## config.mk

```make
export PLATFORM = sky130hd
export DESIGN_NAME = kanagawa_hal_fifo_write_arbiter
export DESIGN_NICKNAME = d
export VERILOG_FILES = /design/src/rtl/kanagawa_hal_fifo_write_arbiter.sv
export SDC_FILE = /design/constraint.sdc
export NUM_CORES = 1
export LEC_CHECK = 0
export ABC_AREA = 1
export ABC_CLOCK_PERIOD_IN_PS = 2350
export BUFFER_PORTS_ARGS = -buffer_cell sky130_fd_sc_hd__buf_2
export CAP_MARGIN = 20
export CORE_MARGIN = 2
export CORE_UTILIZATION = 39
export DETAILED_ROUTE_END_ITERATION = 7
export PLACE_DENSITY = 0.75
export SYNTH_ARGS = -nofsm -noshare
export SYNTH_HDL_FRONTEND = slang
export SYNTH_SLANG_ARGS = --single-unit
```

## constraint.sdc

```tcl
create_clock -name clk -period 2.35 [get_ports clk]
set_input_delay 0.47 -clock clk [delete_from_list [all_inputs] [get_ports clk]]
set_output_delay 0.47 -clock clk [all_outputs]
set_load 0.02 [all_outputs]
```

## src/rtl/kanagawa_hal_fifo_write_arbiter.sv

```systemverilog
// Round-robin arbiter sharing one KanagawaHALDualClockFifo write port among NUM_REQ requesters.
// Define KANAGAWA_FIFO_ARB_PKT_LOCK_EN to keep multi-beat packets contiguous (IDLE/LOCKED FSM).
module kanagawa_hal_fifo_write_arbiter #(
   parameter int NUM_REQ = 4,
   parameter int WIDTH   = 32,
   parameter int SRC_W   = (NUM_REQ > 1) ? $clog2(NUM_REQ) : 1
) (
   input  logic                     clk,
   input  logic                     rst_n,
   input  logic [NUM_REQ-1:0]       req_valid,
   input  logic [NUM_REQ*WIDTH-1:0] req_data,
   input  logic [NUM_REQ-1:0]       req_last,
   output logic [NUM_REQ-1:0]       req_ready,
   input  logic                     fifo_almost_full,
   output logic                     fifo_wrreq,
   output logic [WIDTH-1:0]         fifo_data,
   output logic                     fifo_last,
   output logic [SRC_W-1:0]         fifo_src
);

   // Index arithmetic modulo NUM_REQ, which need not be a power of two.
   function automatic logic [SRC_W-1:0] wrap_add(input logic [SRC_W-1:0] base, input int off);
      int sum;
      sum = int'(base) + off;
      if (sum >= NUM_REQ) sum = sum - NUM_REQ;
      return sum[SRC_W-1:0];
   endfunction

   logic             armed;
   logic [SRC_W-1:0] rr_ptr;
   logic [SRC_W-1:0] winner;
   logic             winner_found;
   logic [SRC_W-1:0] sel;
   logic             sel_valid;
   logic             sel_last;
   logic [WIDTH-1:0] sel_data;
   logic             grant_en;
   logic             grant_ok;
   logic             accept;
   logic             ptr_adv;

   // Readiness follows reset release by one edge so nothing is accepted mid-reset-release.
   always_ff @(posedge clk or negedge rst_n) begin
      if (!rst_n) armed <= 1'b0;
      else        armed <= 1'b1;
   end

   assign grant_en = armed & ~fifo_almost_full;

   // NOTE: every always_comb output gets a default first so no path can infer a latch.
   always_comb begin
      winner       = '0;
      winner_found = 1'b0;
      for (int k = 0; k < NUM_REQ; k++) begin
         if (!winner_found && req_valid[wrap_add(rr_ptr, k)]) begin
            winner_found = 1'b1;
            winner       = wrap_add(rr_ptr, k);
         end
      end
   end

`ifdef KANAGAWA_FIFO_ARB_PKT_LOCK_EN
   typedef enum logic {IDLE, LOCKED} state_t;

   state_t           state, state_next;
   logic [SRC_W-1:0] owner, owner_next;

   // NOTE: sequential state uses non-blocking assignments so all flops update together.
   always_ff @(posedge clk or negedge rst_n) begin
      if (!rst_n) begin
         state <= IDLE;
         owner <= '0;
      end else begin
         state <= state_next;
         owner <= owner_next;
      end
   end

   // The owner keeps the grant until its last beat, even across bubbles or almost_full stalls.
   assign sel      = (state == LOCKED) ? owner : winner;
   assign grant_ok = (state == LOCKED) | winner_found;

   always_comb begin
      state_next = state;
      owner_next = owner;
      ptr_adv    = 1'b0;
      case (state)
         IDLE: begin
            if (accept) begin
               if (sel_last) begin
                  ptr_adv = 1'b1;
               end else begin
                  state_next = LOCKED;
                  owner_next = winner;
               end
            end
         end
         LOCKED: begin
            if (accept && sel_last) begin
               state_next = IDLE;
               ptr_adv    = 1'b1;
            end
         end
         default: state_next = IDLE;
      endcase
   end
`else
   // Without packet lock every accepted beat re-arbitrates.
   assign sel      = winner;
   assign grant_ok = winner_found;
   assign ptr_adv  = accept;
`endif

   always_comb begin
      sel_valid = 1'b0;
      sel_last  = 1'b0;
      sel_data  = '0;
      req_ready = '0;
      for (int i = 0; i < NUM_REQ; i++) begin
         if (sel == SRC_W'(i)) begin
            sel_valid    = req_valid[i];
            sel_last     = req_last[i];
            sel_data     = req_data[i*WIDTH +: WIDTH];
            req_ready[i] = grant_en & grant_ok;
         end
      end
   end

   assign accept = grant_en & grant_ok & sel_valid;

   always_ff @(posedge clk or negedge rst_n) begin
      if (!rst_n)       rr_ptr <= '0;
      else if (ptr_adv) rr_ptr <= wrap_add(sel, 1);
   end

   // Push registers: the payload holds between pushes, wrreq pulses once per accepted beat.
   always_ff @(posedge clk or negedge rst_n) begin
      if (!rst_n) begin
         fifo_wrreq <= 1'b0;
         fifo_data  <= '0;
         fifo_last  <= 1'b0;
         fifo_src   <= '0;
      end else begin
         fifo_wrreq <= accept;
         if (accept) begin
            fifo_data <= sel_data;
            fifo_last <= sel_last;
            fifo_src  <= sel;
         end
      end
   end

   a_ready_onehot : assert property (@(posedge clk) disable iff (!rst_n) $onehot0(req_ready));
   a_af_stalls    : assert property (@(posedge clk) disable iff (!rst_n)
                                     fifo_almost_full |-> (req_ready == '0));
   a_ptr_range    : assert property (@(posedge clk) disable iff (!rst_n) int'(rr_ptr) < NUM_REQ);

endmodule

```

# Yosys cells after proc, flatten, opt, wreduce, memory -nomap -nowiden
# Cells that the tools add are included.
dict set report word_totals {
  out_inout_bits 40
  elab_cells 75
  register_bits 39
}
dict set report op_classes {
  mux 37
  reduce_logical 7
  bitwise_logic 4
  addsub 9
  n_lt_le_gt_ge 9
  eq_ne 3
}
# operator n
set ops {}
lappend ops {{32-bit 2-to-1 mux} 4}
lappend ops {{1-bit 2-to-1 mux} 20}
lappend ops {{2-bit 2-to-1 mux} 9}
lappend ops {{3-bit >= comparator, second input constant} 4}
lappend ops {{2-bit by 3-bit < comparator with 1-bit output, second input constant} 4}
lappend ops {{2-bit by 1-bit subtractor with 2-bit output, second input constant} 5}
lappend ops {{1-bit binary-select mux with 2-bit select} 4}
lappend ops {{2-bit by 1-bit adder with 3-bit output, second input constant} 2}
lappend ops {{2-bit by 2-bit adder with 3-bit output, second input constant} 2}
lappend ops {{2-bit equality test, second input constant} 2}
lappend ops {{1-bit AND} 3}
lappend ops {{2-bit by 3-bit >= comparator with 1-bit output, second input constant} 1}
lappend ops {{1-bit logical AND} 3}
lappend ops {{1-bit logical NOT} 3}
lappend ops {{2-bit by 1-bit equality test with 1-bit output, second input constant} 1}
lappend ops {{2-bit logical NOT} 1}
lappend ops {{1-bit inverter} 1}

# Depth between registers and ports, before layout
# Gate-level depths: netlist of run 1.
dict set report depth {
  depth_word 20
  mapped_depth 20
  mapped_depth_nobuf 19
}

# Worst setup path before layout of run 1
# No wires, ideal clock.
dict set report synth_timing {
  path_kind {register -> output}
  from {reg rr_ptr[0]}
  to {out req_ready[2]}
  path_buffers 3
  t_arrival_ns 2.154
  required_time_ns 1.880
  path_stages_with_launch 14
  setup_slack_ns -0.274
  cell_sequence {dfrtp_1 > buf_4 > nand2_1 > nand3_1 > nand2_1 > inv_1 > nand3_1 > nand3_1 > nand2_1 > ha_1 > buf_2 > clkinv_1 > clkbuf_1 > nor2_1}
}
dict set report synth_via {
  elab_chain_cells 16
}
# item line_no
set synth_lines {}
lappend synth_lines {{start, declared} 30} ;# logic [SRC_W-1:0] rr_ptr;
lappend synth_lines {{start signal, assigned} 133} ;# else if (ptr_adv) rr_ptr <= wrap_add(sel, 1);
lappend synth_lines {{parallel branches: the longest is 15 deep, another holds 2-bit by 1-bit adder with 3-bit output} -}
lappend synth_lines {{1-bit 2-to-1 mux (*)} 120} ;# if (sel == SRC_W'(i)) begin
lappend synth_lines {{end, declared} 13} ;# output logic [NUM_REQ-1:0] req_ready,
# Every way passes the cells marked *. The select of a mux whose other input is x is not followed.

# Worst setup path in the final report of run 1
dict set report layout_timing {
  from {reg rr_ptr[0]}
  to {out req_ready[3]}
}
dict set report layout_via {
  elab_chain_cells 16
}
# item line_no
set layout_lines {}
lappend layout_lines {{parallel branches: the longest is 13 deep, another holds 2-bit by 1-bit adder with 3-bit output} -}
lappend layout_lines {{2-bit 2-to-1 mux (*)} 55} ;# if (!winner_found && req_valid[wrap_add(rr_ptr, k)]) begin
lappend layout_lines {{named net sel[1]} 33} ;# logic [SRC_W-1:0] sel;
lappend layout_lines {{2-bit equality test (*)} 120}
lappend layout_lines {{1-bit 2-to-1 mux (*)} 120}
# Mark *: on every way through the listed nets, which the timed path passes. The select of a mux whose other input is x is not followed.

==> impl_results.md, run 1 <==
- Clk slew on worst S/H paths: 0.08 ns
- Hold Path Class: input port to async pin
- Vias/cell: 5.04
- Post-synth top area cell: dfrtp_1
- Flops & latches, synth: 39
- Initial DRT Pass Iterations: 4
- Max rail drop VDD: 1.12 mV
- Most used DFF post-synth: dfrtp_1
- RSZ-0062 raised after global routing: yes
- DR iter-0 viols: 109
- LEAKAGE: 2.39 nW
- Commonest cells in the netlist: nand2_1 (115), a21oi_1 (68), nor2_1 (42)
- Flop pwr share: 0.120
- DR vias: 3521
- Top post-synthesis cells by area: dfrtp_1 (35%), nand2_1 (15%), a21oi_1 (12%), mux2i_1 (12%), o21ai_1 (5.9%)
- Fin Clk Skew: 0.00341 ns
- Final Non-Filler Cells: 698
- Critical Path Sink Type: output pin
- Most common cell on crit path: nand2_4
- Mapped Area: 2790 sq um
- Met3 Use GR: 0.0550
- Avg Cell Area, Syn: 7.05 sq um
- Overall routing resource usage: 0.248
- Failing checks: negative setup slack
- Setup violators final: 42
- Slowest CP cell: dfrtp_2
- Ys async rst share: 1.00
- Global Route met1 Usage: 0.289
- Post-synth EDFFs: 0
- WP buf/inv: 4
- Design internal power: 0.00475 W
- Num CTS Buffers: 5
- Final Hold Viols: 0
- Max-Cap Viols: 0
- Count leader, synth: nand2_1
- Synthesis Warnings: 0
- Largest net degree at the start of global routing: 41
- Clock buffer depth: 2
- Outcome: complete, but fails checks
- Placer Congestion: 0.881
- IO Port Bufs: 178
- Fmax: 369 MHz
- Crit-path cells: buf_8, nand2_4, nand2_2, nand2_4, nand2_4, nor2_4, nand4_1, nand2_4, buf_6, ha_4, inv_2, nor2_2, buf_6
- Die extent in x: 88.6 um
- Vias in the first global route: 3077
- CTS root buffer: clkbuf_8
- Mapped Cells: 396
- Switch share: 0.499
- Height of the die: 88.6 um
- First-pass GRT wire length: 14900 um
- Global route hottest layer: met2
- DRC violations left: 0
- CP max stage delay: 0.47 ns
- Critical Path Fanout Max: 7
- WS Path Type: flip-flop to output pin
- CTS tree: done
- Core Area: 6870 sq um
- Final WL: 10700 um
- Min Tclk post-route: 2.71 ns
- Family with the most delay on the worst path: simple AND/OR/NAND/NOR gates
- Routed wire per std cell: 15.3 um
- Initial antenna violation count: 0
- Final worst path period share: 1.15
- Final antenna diode count: 0
- Fin worst setup slack: -0.357 ns
- Initial Util: 0.406
- Post-synthesis sequential area ratio: 0.350
- I/O pin total: 179
- Critical Path AT: 2.24 ns
- Dpl cells: 675
- Combinational share of power: 0.821
- Area Growth Syn to Fin: 68.1%
- Antenna Nets Post-Route: 0
- Power Dens Cells: 2020 nW/um^2
- CTS sink count: 39
- Synth cell types: 23
- Layout cells sized above 1: 0.525
- WP data required: 1.88 ns
- Met2 usage: 0.454
- Worst setup SP type: flip-flop
- Clk_lat worst skew: 0.30 ns
- Yosys top cell area share: 0.350
- Nets: 744
- Switching power: 0.00473 W
- Clock power share: 0.059
- Total Die Area: 7850 sq um
- CTS H-tree lvls: 2
- Syn Nets: 539
- GRT overflow: 0
- Pins Over Slew Limit: 0
- Fin Setup TNS: -12.99 ns
- FP Rows: 30
- Detail Placement HPWL: 7120 um
## registers in the layout (all words and copies together) (netlist names)
register and cells:
armed 1, fifo_data 32, fifo_wrreq 1, fifo_src 2
rr_ptr 2, fifo_last 1
## placed cells by master (no fill, tap or decap), types with 2 or more instances in the layout
master | synthesis | routed
nand2_1 | 115 | 72
nor2_1 | 42 | 37
o21ai_1 | 33 | 36
inv_2 | 1 | 5
inv_4 | 0 | 2
dfrtp_2 | 0 | 2
nand2_2 | 0 | 27
buf_16 | 0 | 2
nand3_2 | 1 | 5
buf_6 | 5 | 13
buf_2 | 5 | 174
ha_4 | 0 | 4
a21oi_1 | 68 | 56
nand3_1 | 9 | 3
inv_1 | 15 | 8
clkbuf_8 | 0 | 5
buf_4 | 3 | 27
mux2i_1 | 33 | 33
dfrtp_1 | 39 | 37
nor2_4 | 1 | 5
a21oi_2 | 0 | 11
nand2_4 | 0 | 16
buf_12 | 0 | 6
nand3_4 | 1 | 3
clkinv_4 | 0 | 2
## power by group through the flow
stage	sequential, W	clock, W	combinational [W]
2_1_floorplan	0.00141	0	0.00388
3_3_place_gp	0.00111	0	0.00575
3_5_place_dp	0.00112	0	0.00584
4_1_cts	0.00112	0.000580	0.00735
5_1_grt	0.00117	0.000605	0.00839
6_report	0.00114	0.000558	0.00778
## logic make-up (layout without fill, tap and decap cells)
logic type | count (synthesis) | after routing | share of synthesized area
AO/OA/AOI/OAI | 106 | 106 | 0.191
adder cells (fa/ha/maj) | 4 | 4 | 0.0179
buffers and inverters | 43 | 249 | 0.0780
flip-flops | 39 | 39 | 0.350
multiplexers | 33 | 33 | 0.118
other | 1 | 1 | 0.00134
AND/OR/NAND/NOR | 170 | 170 | 0.243
## timing repair
action / in CTS / in global routing
buffers inserted: 11 / 1
cloned: 3 / 1
gates resized for setup: 73 / 43
setup endpoints to repair: 41 / 42
hold buffers: 0 / 0
pin swaps: 45 / 30
## final timing paths
| check | from | to | slack, ns | depth (start not counted) |
|---|---|---|---|---|
| min | rst_n | fifo_data[8] | 0.08 | 1 |
| max in group asynchronous | rst_n | fifo_src[0] | 1.71 | 2 |
| max reg2reg | rr_ptr[0] | fifo_data[21] | -0.35 | 19 |
| max | rr_ptr[0] | req_ready[3] | -0.36 | 13 |
| min in group clk | req_data[109] | fifo_data[13] | 0.44 | 3 |
| min reg2reg | fifo_data[0] | fifo_data[0] | 0.49 | 2 |
## metrics by stage
stage | utilization | hold WS, ns | power, W | instance area, sq um | setup WS [ns]
global placement | 0.580 | 0.403 | 0.00686 | 3980 | -0.220
CTS | 0.660 | 0.0897 | 0.00905 | 4530 | -0.240
global route | 0.683 | 0.0987 | 0.0102 | 4690 | -0.510
floorplan | - | 0.174 | 0.00529 | 2860 | 0.00722
finish | 0.683 | 0.0815 | 0.00948 | 4690 | -0.357
detailed placement | 0.580 | 0.416 | 0.00695 | 3980 | -0.265
## routing by layer
metal,vias to the layer above,share of wire
met1,1624,0.40
met5,-,0
met2,160,0.51
met4,0,0.021
met3,16,0.066
li1,1721,-
## layout make-up
class / count / area (sq um)
fillers: 553 / 2180
clock inverters: 3 / 43.8
inverters: 17 / 78.8
well taps: 96 / 120
multi-input cells: 314 / 1960
flip-flops and latches: 39 / 978
repair buffers: 224 / 1440
clock buffers: 5 / 68.8
Power figures use the tool's default switching activity.
==> inputs of run 2 (changes only) <==
--- a/config.mk
+++ b/config.mk
@@ -5,7 +5,7 @@
 export SDC_FILE = /design/constraint.sdc
 export NUM_CORES = 1
 export LEC_CHECK = 0
-export ABC_AREA = 1
+export ABC_AREA = 0
 export ABC_CLOCK_PERIOD_IN_PS = 2350
 export BUFFER_PORTS_ARGS = -buffer_cell sky130_fd_sc_hd__buf_2
 export CAP_MARGIN = 20
@@ -13,6 +13,8 @@
 export CORE_UTILIZATION = 39
 export DETAILED_ROUTE_END_ITERATION = 7
 export PLACE_DENSITY = 0.75
+export SETUP_SLACK_MARGIN = 0.15
+export SLEW_MARGIN = 20
 export SYNTH_ARGS = -nofsm -noshare
 export SYNTH_HDL_FRONTEND = slang
 export SYNTH_SLANG_ARGS = --single-unit
==> run 2 against run 1 <==
The run still ends with negative setup slack left; wire length decreased by 19%; die area decreased by 2.4%; first-iteration DRC count shrank 58%; final cell count down 21%; core utilization decreased by 3.7 points; final area shrank 6.9%; setup slack better by 0.21 ns; largest cell class unchanged; highest routed layer unchanged.
==> impl_results.md, run 2 <==
- Critical Path Sink Type: flip-flop
- Failing checks: negative setup slack
- Power Dens Cells: 1160 nW/um^2
- Flops & latches, synth: 39
- Fin Setup TNS: -4.87 ns
- Placement Cell Area: 3930 sq um
- Post-synth top area cell: dfrtp_1
- Crit path from: req_valid[0]
- DRC violations left: 0
- Yosys top cell area share: 0.359
- Routed wire per std cell: 15.7 um
- Mapped Cells: 271
- Post-synth EDFFs: 0
- Multi-input logic area: 1770 sq um
- Most common cell on crit path: buf_4
- Initial antenna violation count: 0
- Reg-to-Reg Start: rr_ptr[1]
- Area Growth Syn to Fin: 60.4%
- WS Path Type: input port to flip-flop
- Most common cell after layout, fill and taps aside: buf_2
- Max-slew headroom at the worst pin: 0.422
- Outcome: complete, but fails checks
- RSZ-0062 raised after global routing: yes
- Clk_lat worst skew: 0.28 ns
- Final Hold Viols: 0
- Mapped Area: 2720 sq um
- Final WL: 8620 um
- Clk slew on worst S/H paths: 0.07 ns
- Top post-synthesis cells by area: dfrtp_1 (36%), mux2_4 (10%), a221oi_1 (10%), o31ai_1 (8.8%), nor2b_1 (7.6%)
- Slowest CP cell: o311a_4
- CTS tree: done
- Core Area: 6760 sq um
- Post-synthesis sequential area ratio: 0.359
- Max-Cap Viols: 0
- Die extent in x: 87.5 um
- Pre-CTS setup slack: -0.469 ns
- FF+latch area: 976 sq um
- DR iter-0 viols: 46
- Initial DRT Pass Iterations: 4
- Max rail drop VDD: 0.585 mV
- GRT overflow: 0
- Critical Path Fanout Max: 9
- Largest net degree at the start of global routing: 40
- Commonest cells in the netlist: dfrtp_1 (39), nand2_1 (34), nor2b_1 (33)
- Height of the die: 87.5 um
- Nets: 611
- Num CTS Buffers: 5
- First-pass GRT wire length: 13400 um
- Final Util: 0.646
- Critical Path AT: 2.66 ns
- IO Port Bufs: 178
- DR vias: 2919
- Clock buffer depth: 2
- Post-Layout Inst Area: 4360 sq um
- CTS root buffer: clkbuf_8
- WP data required: 2.51 ns
- Synth cell types: 28
- Most flop-heavy register: fifo_data
- I/O pin total: 179
- Syn Nets: 414
- Antenna Nets Post-Route: 0
- Setup violators final: 40
- Ys async rst share: 1.00
- CTS H-tree lvls: 2
- Most used DFF post-synth: dfrtp_1
- Most frequent cells in the layout: buf_2 (173), dfrtp_1 (39), nand2_1 (34)
- Fin Clk Skew: 0.00464 ns
- Overall routing resource usage: 0.221
- Leading registers by flop count: fifo_data: 32 flops, fifo_src: 2 flops, rr_ptr: 2 flops
- Final worst path period share: 1.06
- Pins Over Slew Limit: 0
- Layout cells sized above 1: 0.631
- Crit-path cells: buf_4, buf_4, inv_2, o22ai_1, a211o_1, buf_4, ha_4, a21oi_4, a21oi_2, o311a_4, buf_16, mux2_4
- CTS sink count: 39
- Initial Util: 0.403
- LEAKAGE: 2.12 nW
- Synthesis Warnings: 0
- Vias in the first global route: 2933
- Total Die Area: 7660 sq um
- Fin Hold WS: 0.299 ns
- Detail Placement HPWL: 6220 um
- Worst setup SP type: input port
- Placer Congestion: 0.836
- Min Tclk post-route: 2.49 ns
- Count leader, synth: dfrtp_1
- Vias/cell: 5.32
- FP Rows: 30
- Fillers: 575
- Hold Path Class: input port to async pin
- CP max stage delay: 0.46 ns
- Final antenna diode count: 0
- Avg Cell Area, Syn: 10.0 sq um
- Largest register FFs: 32
- Worst Tran Pin Value: 0.867 ns
- Fmax: 401 MHz
- Fin worst setup slack: -0.142 ns
## run 2: changes by cell type after synthesis, sizes merged, moves of 6 or more
| cell | change |
|---|---|
| a21oi | -61 |
| nand2 | -81 |
| mux2i | -33 |
| o31ai | +32 |
| nor2b | +33 |
| a221oi | +32 |
| mux2 | +37 |
| clkbuf | +6 |
| nand3 | -11 |
| o21ai | -36 |
| nor2 | -41 |
| inv | -9 |
## run 2: what timing repair did
item / in CTS / in global routing
hold buffers: 0 / 0
setup buffers: 7 / 2
resized for setup: 24 / 11
cloned: 3 / 2
endpoints found under the setup margin: 41 / 42
pin swaps: 3 / 1
## run 2: path summary, 6_finish.rpt
kind	end	slack, ns	cells after the start
worst max register to register	fifo_last	-0.13	11
min in group clk	fifo_data[31]	0.51	1
worst max-delay path	fifo_last	-0.14	12
worst min register to register	fifo_data[31]	0.51	1
max in group asynchronous	fifo_data[20]	1.50	1
worst min-delay path	fifo_data[4]	0.30	1
## run 2: area by class of cell
type | count | area share
repair buffers | 216 | 0.317
well taps | 80 | 0.0229
multi-input cells | 199 | 0.407
clock buffers | 8 | 0.0229
flip-flops and latches | 39 | 0.224
inverters | 7 | 0.00659
## run 2: report_power, final
| group | switching [W] | internal (W) |
|---|---|---|
| sequential | 0.000169 | 0.000974 |
| combinational | 0.00168 | 0.00174 |
| clock | 0.000215 | 0.000268 |
## run 2: logic make-up after synthesis
group           count (synthesis)  synth area share
compound gates                 77             0.229
fa+ha+maj                       4            0.0184
buf+inv                        34            0.0648
flops                          39             0.359
mux                            37             0.179
other cells                     1           0.00138
simple gates                   79             0.149
## run 2: worst max-delay path, delay by kind of cell
family          cells  cell delay [ns]
mux                 1             0.29
compound gates      5             1.03
fa+ha+maj           1             0.19
buf+inv             5             0.68
## run 2: layer usage
layer / GRT usage / routed length (um) / vias up
li1: - / - / 1403
met1: 0.235 / 3170 / 1379
met2: 0.426 / 4660 / 125
met3: 0.0584 / 658 / 12
met4: 0.0615 / 130 / 0
met5: 0 / 0 / -
## run 2: per-stage QoR
stage	total power, W	instances
floorplan	0.00328	271
CTS	0.00497	545
detailed placement	0.00416	527
finish	0.00505	549
global route	0.00543	549
global placement	0.00406	527
==> inputs of run 3 (changes only) <==
--- a/config.mk
+++ b/config.mk
@@ -6,13 +6,13 @@
 export NUM_CORES = 1
 export LEC_CHECK = 0
 export ABC_AREA = 0
-export ABC_CLOCK_PERIOD_IN_PS = 2350
+export ABC_CLOCK_PERIOD_IN_PS = 2800
 export BUFFER_PORTS_ARGS = -buffer_cell sky130_fd_sc_hd__buf_2
 export CAP_MARGIN = 20
 export CORE_MARGIN = 2
-export CORE_UTILIZATION = 39
+export CORE_UTILIZATION = 40
 export DETAILED_ROUTE_END_ITERATION = 7
-export PLACE_DENSITY = 0.75
+export PLACE_DENSITY = 0.74
 export SETUP_SLACK_MARGIN = 0.15
 export SLEW_MARGIN = 20
 export SYNTH_ARGS = -nofsm -noshare
==> constraint.sdc (replaced) <==
create_clock -name clk -period 2.8 [get_ports clk]
set_input_delay 0.56 -clock clk [delete_from_list [all_inputs] [get_ports clk]]
set_output_delay 0.56 -clock clk [all_outputs]
set_load 0.02 [all_outputs]
==> run 3 against run 2 <==
The flow now finishes without violations; sequential share of layout area up 3.1 points; clock skew down 0.00088 ns; clock-buffer cell count down 2; critical path type is now flip-flop to output pin; power down 27%; sequential power down 15%; core utilization down 7.2 points; largest power group unchanged; final cell count down 4.0%; combinational power down 31%; wire length down 8.4%; register-to-register slack better by 0.41 ns; largest cell class unchanged.
==> impl_results.md, run 3 (same netlist as run 2, synthesis figures left out) <==
- Final Non-Filler Cells: 527
- DRC violations left: 0
- Clk_lat worst skew: 0.29 ns
- Total Die Area: 7480 sq um
- Critical Path Sink Type: output pin
- Pins Over Slew Limit: 0
- LEAKAGE: 1.90 nW
- Min Tclk post-route: 2.54 ns
- Setup violators final: 0
- Overall routing resource usage: 0.211
- Design internal power: 0.00212 W
- Largest net degree at the start of global routing: 40
- Antenna Nets Post-Route: 0
- Most frequent cells in the layout: buf_2 (178), dfrtp_1 (39), nand2_1 (34)
- Slowest CP cell: dfrtp_1
- Clk slew on worst S/H paths: 0.08 ns
- Outcome: completed
- Max rail drop VDD: 0.392 mV
- Critical Path AT: 1.98 ns
- Fin Setup TNS: 0 ns
- CP max stage delay: 0.39 ns
- Nets: 589
- Routed wire per std cell: 15.0 um
- I/O pin total: 179
- Dpl cells: 518
- Family with the most delay on the worst path: buffers and inverters
- Initial Util: 0.407
- Hold Path Class: input port to async pin
- Core Area: 6680 sq um
- Placer Congestion: 0.786
- Max-Cap Viols: 0
- Combinational share of power: 0.639
- WP data required: 2.24 ns
- Final WL: 7890 um
- Vias/cell: 5.37
- DR iter-0 viols: 54
- Switch share: 0.426
- First-pass GRT wire length: 12700 um
- GRT overflow: 0
- Clock buffer depth: 2
- Height of the die: 86.5 um
- Layout cells sized above 1: 0.550
- Worst Tran Pin Value: 0.873 ns
- WS Path Type: flip-flop to output pin
- DR vias: 2828
- Most common cell after layout, fill and taps aside: buf_2
- Pre-CTS setup slack: 0.0561 ns
- CTS tree: done
- Crit-path cells: nand2b_1, a21oi_1, a211o_1, inv_1, ha_4, buf_4, and2_1, buf_2
- Final Hold Viols: 0
- IO Port Bufs: 178
- CTS root buffer: clkbuf_8
- Detail Placement HPWL: 6140 um
- Fin Clk Skew: 0.00376 ns
- Post-Route M1 WL: 3220 um
- Max-slew headroom at the worst pin: 0.418
- Leading registers by flop count: fifo_data: 32 flops, fifo_src: 2 flops, rr_ptr: 2 flops
- Final antenna diode count: 0
- Final worst path period share: 0.906
- WP buf/inv: 3
- Power Dens Cells: 965 nW/um^2
- Fmax: 394 MHz
- Clock power share: 0.100
- Wire length on met2: 4060 um
- Worst setup SP type: flip-flop
- FP Rows: 30
- Flop pwr share: 0.261
- Vias in the first global route: 2727
- CTS sink count: 39
- Initial antenna violation count: 0
- RSZ-0062 raised after global routing: no
- Final Util: 0.574
- Initial DRT Pass Iterations: 4
- Top sig layer: met4
- Switching power: 0.00157 W
- Largest register FFs: 32
- Area Growth Syn to Fin: 40.8%
- Placement Cell Area: 3730 sq um
- Most flop-heavy register: fifo_data
- # hold bufs at CTS: 0
- Critical Path Fanout Max: 7
- Die extent in x: 86.5 um
- Num CTS Buffers: 5
- Fin worst setup slack: 0.263 ns
- CTS H-tree lvls: 2
- Post-Layout Inst Area: 3830 sq um
- Metal3 WL: 524 um
run 3: cell count changes in the layout (fill, tap and decap cells not counted), moves of 5 or more:
cell      before  now
a221oi_1      21   32
a221oi_2      11    0
buf_2        173  178
buf_4         23   14
buf_6          9    0
run 3: area by class of cell:
type / instances / area, sq um
clock buffers: 6 / 72.6
multi-input cells: 198 / 1590
flip-flops and latches: 39 / 976
inverters: 7 / 26.3
clock inverters: 2 / 12.5
repair buffers: 195 / 1060
fillers: 614 / 2850
well taps: 80 / 100
run 3: per-stage QoR:
stage,total power (W),hold slack [ns]
finish,0.00370,0.384
global placement,0.00326,0.486
CTS,0.00371,0.417
detailed placement,0.00333,0.490
global route,0.00400,0.456
floorplan,0.00261,0.264
run 3: worst paths after layout:
kind / startpoint / end / slack (ns) / depth (start not counted)
max in group asynchronous: rst_n / fifo_data[21] / 1.87 / 1
min: rst_n / armed / 0.38 / 1
max reg2reg: rr_ptr[0] / fifo_data[16] / 0.28 / 11
min in group clk: fifo_data[12] / fifo_data[12] / 0.51 / 1
min reg2reg: fifo_data[12] / fifo_data[12] / 0.51 / 1
max: rr_ptr[0] / req_ready[1] / 0.26 / 8
run 3: power groups by stage:
stage	Combinational (W)	Sequential, W	Clock (W)
global route	0.00260	0.00100	0.000403
floorplan	0.00137	0.00124	0
finish	0.00236	0.000965	0.000371
CTS	0.00237	0.000967	0.000381
detailed placement	0.00236	0.000971	0
global placement	0.00230	0.000959	0
run 3: routing by layer:
layer  up-vias  GRT usage
met2       116      0.371
met3         8     0.0514
met1      1354      0.257
li1       1350          -
met5         -          0
met4         0     0.0582
run 3: worst register-to-register path, delay by kind of cell, from the launching register on:
| family | cells | cell delay (ns) |
|---|---|---|
| AOI/OAI and AO/OA | 4 | 0.77 |
| and+or+nand+nor | 2 | 0.26 |
| DFF | 1 | 0.41 |
| buffers and inverters | 3 | 0.44 |
| adders and majority gates | 1 | 0.20 |
| muxes | 1 | 0.32 |
run 3: repair_timing:
action                     CTS  global route
resized for setup            0             2
buffers inserted             0             1
setup endpoints to repair    0            28
